==> config.mk <==
export PLATFORM = sky130hd
export DESIGN_NAME = grf_dump_reader
export DESIGN_NICKNAME = d
export VERILOG_FILES = /design/src/rtl/grf_dump_reader.sv
export SDC_FILE = /design/constraint.sdc
export NUM_CORES = 1
export LEC_CHECK = 0
export ABC_AREA = 1
export CORE_ASPECT_RATIO = 0.6
export CORE_UTILIZATION = 52
export CTS_CLUSTER_SIZE = 40
export DETAILED_ROUTE_END_ITERATION = 16
export GPL_TIMING_DRIVEN = 0
export HOLD_SLACK_MARGIN = 0.15
export PLACE_DENSITY = 0.84
export SYNTH_ARGS = -nofsm -noshare
export SYNTH_HDL_FRONTEND = slang
export SYNTH_SLANG_ARGS = --single-unit
==> constraint.sdc <==
create_clock -name clk -period 2.3 [get_ports clk]
set_clock_uncertainty 0.05 [all_clocks]
set_input_delay 0.46 -clock clk [delete_from_list [all_inputs] [get_ports clk]]
set_output_delay 0.46 -clock clk [all_outputs]
set_load 0.1 [all_outputs]
==> src/rtl/grf_dump_reader.sv <==
// Debug read-side client of the general register file: walks a register range through one
// read port and streams {address, data} pairs over valid/ready while accumulating a checksum.
module grf_dump_reader #(
    parameter int unsigned FIRST_REG = 0,
    parameter int unsigned LAST_REG  = 31,
    parameter bit          SKIP_ZERO = 1'b0
) (
    input  logic        clk,
    input  logic        reset,
    input  logic        start,
    output logic [4:0]  rd_addr,
    input  logic [31:0] rd_data,
    output logic        out_valid,
    input  logic        out_ready,
    output logic [4:0]  out_addr,
    output logic [31:0] out_data,
    output logic        busy,
    output logic        done,
    output logic [31:0] checksum
);

    localparam logic [4:0] FIRST_IDX = 5'(FIRST_REG);
    localparam logic [4:0] LAST_IDX  = 5'(LAST_REG);

    typedef enum logic [1:0] {
        IDLE,
        READ,
        HOLD,
        DONE
    } state_t;

    state_t      state, state_n;
    logic [4:0]  idx, idx_n;
    logic        out_valid_n;
    logic [4:0]  out_addr_n;
    logic [31:0] out_data_n;
    logic [31:0] checksum_n;
    logic        is_last;
    logic        skip_word;

    assign is_last   = (idx == LAST_IDX);
    assign skip_word = SKIP_ZERO && (rd_data == 32'h0);

    always_ff @(posedge clk) begin
        if (reset) begin
            state     <= IDLE;
            idx       <= FIRST_IDX;
            out_valid <= 1'b0;
            out_addr  <= 5'd0;
            out_data  <= 32'h0;
            checksum  <= 32'h0;
        end else begin
            state     <= state_n;
            idx       <= idx_n;
            out_valid <= out_valid_n;
            out_addr  <= out_addr_n;
            out_data  <= out_data_n;
            checksum  <= checksum_n;
        end
    end

    // Output word registers only change in READ, so they stay frozen through HOLD backpressure.
    always_comb begin
        state_n     = state;
        idx_n       = idx;
        out_valid_n = out_valid;
        out_addr_n  = out_addr;
        out_data_n  = out_data;
        checksum_n  = checksum;
        rd_addr     = FIRST_IDX;
        busy        = 1'b1;
        done        = 1'b0;

        case (state)
            IDLE: begin
                busy = 1'b0;
                if (start) begin
                    idx_n      = FIRST_IDX;
                    checksum_n = 32'h0;
                    state_n    = READ;
                end
            end
            READ: begin
                rd_addr    = idx;
                out_data_n = rd_data;
                out_addr_n = idx;
                if (skip_word) begin
                    if (is_last) begin
                        state_n = DONE;
                    end else begin
                        idx_n = idx + 5'd1;
                    end
                end else begin
                    out_valid_n = 1'b1;
                    state_n     = HOLD;
                end
            end
            HOLD: begin
                rd_addr = idx;
                if (out_ready) begin
                    out_valid_n = 1'b0;
                    checksum_n  = checksum + out_data;
                    if (is_last) begin
                        state_n = DONE;
                    end else begin
                        idx_n   = idx + 5'd1;
                        state_n = READ;
                    end
                end
            end
            DONE: begin
                done    = 1'b1;
                state_n = IDLE;
            end
            default: begin
                state_n = IDLE;
            end
        endcase
    end

endmodule

Word-level counts from Yosys, hierarchy flattened --
Cells that the tools add are included.
Word-level totals: output and inout port bits 77, register bits 77, word-level logic and storage cells 39, input bits 36
Cells by class: equal/unequal tests 7, reductions and logical operators 8, mux-type cells 16, add/subtract/negate cells 2
Operator list (number):
- $mux W32 | 2
- $pmux W32 S2 | 1
- $add A32 B32 Y32 | 1
- $mux W5 | 4
- $pmux W5 S2 | 1
- $pmux W2 S4 | 1
- $mux W2 | 3
- $ne A2 B2 Y1 const B | 3
- $add A5 B1 Y5 const B | 1
- $eq A5 B5 Y1 const B | 1
- $eq A2 B2 Y1 const B | 2
- $reduce_and A2 Y1 | 2
- $reduce_and A4 Y1 | 1
- $reduce_bool A2 Y1 | 2
- $mux W1 | 3
- $reduce_and A3 Y1 | 1
- $eq A2 B1 Y1 const B | 1
- $logic_not A2 Y1 | 1
- $pmux W1 S2 | 1
- $reduce_or A2 Y1 | 1

Depth between registers and ports, before layout --
word-level depth 4, depth in mapped cells 14, depth with buffers taken out 14

Least setup slack after synthesis --
OpenSTA, ideal clock, no wires.
path kind register -> register, from reg checksum[0], to reg checksum[28], slack -306 ps, arrival time 2424 ps, cell stages (with the launch flop) 14, required time 2118 ps, setup time 132 ps, clock period less this slack 2606 ps, cell sequence dfxtp_1 ha_1 inv_1 fa_1 inv_1 nand3_1 nand3_1 nand3_1 nand3_1 nand2_1 nand2_1 nand2_1 nand3_1 a21oi_1
On the way: cells in the longest elaborated chain, start to end 3
Ends and longest elaborated chain:
- start, declared | RTL line 19 | output logic [31:0] checksum
- start signal, assigned | RTL line 58 | checksum <= checksum_n;
- $add A32 B32 Y32 | RTL line 102 | checksum_n = checksum + out_data;
- $mux W32 | RTL line 100 | if (out_ready) begin
- $pmux W32 S2 | RTL line 74 | case (state)
Every way passes these cells. The select of a mux whose other input is x is not followed. A chain may end at the register's enable or synchronous reset.

Worst setup path after layout --
from reg state[1], to out done
On the way: cells in the longest elaborated chain, start to end 2
Ends and longest elaborated chain:
- start, declared | RTL line 32 | state_t state, state_n;
- start signal, assigned | RTL line 53 | state <= state_n;
- $eq A2 B2 Y1 | RTL line 74
- $mux W1 | RTL line 74
- end, declared | RTL line 18 | output logic done,
Every way passes these cells.

==> flow_metrics.tcl <==
set metrics [dict create \
    outcome "finished clean" \
    yosysUniqueCellTypes 33 \
    numClockSinks 77 \
    io_pins 113 \
    placed_cell_area_sq_mm 0.00652 \
    cts_tree "built" \
    drive_gt1_share_pct 8.43 \
    place.gp.congestion 0.980 \
    power.switching_uw 4120 \
    ys.flop_type "dfxtp_1" \
    highest-signal-layer "met4" \
    synth_edf_count 0 \
    synthArstFlopShare_pct 0 \
    pwr-share-clk_pct 20.2 \
    area.growth.synth_to_final_pct 29.6 \
    wl_met1_um 8120 \
    wire_per_inst_um 14.9 \
    wirelength_um 16600 \
    wl_met2_um 6370 \
    ys_warn_count 0 \
    cp_num_buf_inv 1 \
    fin_cells 1115 \
    dieArea_sq_mm 0.0104 \
    cpPeakStageDelay_ns 0.83 \
    ant_nets 0 \
    placedCellCount 1099 \
    die_h_um 79.5 \
    n_antenna_cell 0 \
    port_buffers 111 \
    whs_ns 0.428 \
    cp_top_family "buffers and inverters" \
    antenna_found_initial 0 \
    crit_chain "ha_1 > clkdlybuf4s15_1" \
    track_usage_pct 32.8 \
    synth_cells 858 \
    worst_path_max_delay_cell "clkdlybuf4s15_1" \
    max_freq_mhz 445 \
    peakVddDrop_mv 1.00 \
    initial_core_util_pct 55.1 \
    synth_seq_area_share_pct 29.6 \
    p_leak_uw 0.00369 \
    worst_pin_slew_ns 1.02 \
    cp-end-kind "output port" \
    wl_met3_um 1940 \
    finalMaxSlewViolations 0 \
    grt_pass1_vias 5237 \
    core_area_sq_mm 0.00946 \
    vias_per_cell 5.33 \
    mostFrequentLayoutCell "nand2_1" \
    switching_share_pct 55.3 \
    finalSetupViolations 0 \
    cts_buffer_depth 2 \
    clk_latency_ns 0.35 \
    power_frac_comb_pct 54.8 \
    dp_hpwl_um 12900 \
    netlist_top_cells_area "dfxtp_1 30%, nand2_1 19%, inv_1 9.4%" \
    crit_fanout 4 \
    layout_common_cells "265 x nand2_1, 130 x inv_1, 108 x nor2_1" \
    layout.nets 1055 \
    cts_inserted_buffers 9 \
    cts_root_buffer "clkbuf_16" \
    hold_path.class "register to register" \
    grt_pass1_wl_um 26700 \
    synth_top_area_cell "dfxtp_1" \
    htreeDepth 3 \
    syn-num-nets 933 \
    internal_power_uw 3330 \
    syn_area_per_cell_sq_um 6.07 \
    max_cap_violations 0 \
    dp_slack_ns -0.293 \
    rsz0062_at_grt "false" \
    seqPwrFrac_pct 25.0 \
    setup_slack_ns 0.0517 \
    period_needed_ns 2.25 \
    final_area_sq_mm 0.00675 \
    synth_top_area_share_pct 29.6 \
    min_period_over_period_pct 97.8 \
    syn-cell-area_sq_mm 0.00521 \
    ys_seq_elements 77 \
    p_per_area_mw_per_mm2 1100 \
    cp-start-kind "register" \
    drc 0 \
    hold_violations 0 \
    clk_pin_slew_worst_paths_ns 0.07 \
    drt_pass1_iterations 6 \
    via_count 5942 \
    arrival_ns 1.74 \
    dieWidth_um 131 \
    overflow 0 \
    tns_ns 0 \
    rows 27 \
    slew_headroom_pct 32.1 \
    grt_max_degree 15 \
    crit_type "register to output port" \
    initialDrtViolationCount 553 \
    required_ns 1.79 \
]
## power by group through the flow
stage / Sequential (uW) / Combinational [uW] / Clock (uW)
6_report: 1860 / 4080 / 1500
5_1_grt: 1890 / 4300 / 1570
4_1_cts: 1850 / 4030 / 1490
3_5_place_dp: 1890 / 4190 / 0
3_3_place_gp: 1890 / 4160 / 0
2_1_floorplan: 3630 / 1370 / 0
## flip-flops by register name, summed over array words and instances (netlist names)
register,count
out_valid,1
checksum,32
out_addr,5
state,2
idx,5
out_data,32
## final timing paths
path                       startpoint  slack [ns]                   endpoint  cells past startpoint
max             state[1]$_SDFFE_PP0P_        0.05                       done                      2
min          checksum[5]$_SDFFE_PP0P_        0.43   checksum[5]$_SDFFE_PP0P_                      2
max reg2reg  out_data[0]$_SDFFE_PP0P_        0.10  checksum[24]$_SDFFE_PP0P_                     13
min reg2reg  checksum[5]$_SDFFE_PP0P_        0.43   checksum[5]$_SDFFE_PP0P_                      2
## cell usage after synthesis, types with 2 or more instances
master,n
or2_2,4
buf_2,4
ha_1,38
nor3_1,4
a21o_1,2
a21oi_1,66
nand4_1,3
dfxtp_1,77
nor2_4,2
nand2_1,265
xor2_1,2
nor2_1,108
a211oi_1,3
clkbuf_1,14
nor2_2,4
nand2_2,6
o21bai_1,3
inv_2,3
nand3b_1,5
o21ai_0,52
inv_1,131
nand3_1,50
nand3_2,2
## layout make-up
cell class	instances	area, sq um
Multi-Input combinational cell	626	3100
Fill cell	866	2710
Sequential cell	77	1580
Timing Repair Buffer	111	1010
Inverter	135	507
Clock buffer	11	243
Tap cell	130	163
Buffer	20	83.8
Clock inverter	5	65.1
## worst register-to-register path, stage by stage (launching register included)
cell	delay [ns]
dfxtp_2	0.35
ha_2	0.20
inv_1	0.06
fa_1	0.38
inv_2	0.13
nand3_1	0.13
nand3_4	0.12
nand2_1	0.06
nand2_1	0.11
nand2_1	0.10
nand3_1	0.10
nand2_1	0.05
nand3_1	0.12
a21oi_1	0.09
## per-layer routing
layer | track usage, % | vias up
met5 | 0 | -
met3 | 8.38 | 25
met1 | 48.1 | 2672
met2 | 46.5 | 312
li1 | - | 2933
met4 | 9.06 | 0
## timing repair
| action | 4_1_cts | 5_1_grt |
|---|---|---|
| resized for setup | 100 | 11 |
| gates cloned | 0 | 0 |
| buffers inserted | 0 | 0 |
| hold buffers | 0 | 0 |
| endpoints found under the setup margin | 79 | 12 |
## cell families (layout without fill, tap and decap cells)
family                     after synthesis  in the layout  synth area share, %
adders and majority gates               39             39                 9.51
DFF                                     77             77                 29.6
AOI/OAI and AO/OA                      129            129                 13.1
and+or+nand+nor                        456            456                 36.1
buffers and inverters                  155            282                 11.3
xor gates and xnor gates                 2              2                0.336
## metrics by stage
step / total power, uW / utilization [%]
floorplan: 5000 / -
global placement: 6040 / 68.9
detailed placement: 6080 / 68.9
CTS: 7380 / 71.0
global route: 7760 / 71.4
finish: 7450 / 71.4
No activity file was read; power rests on OpenSTA's default activity.
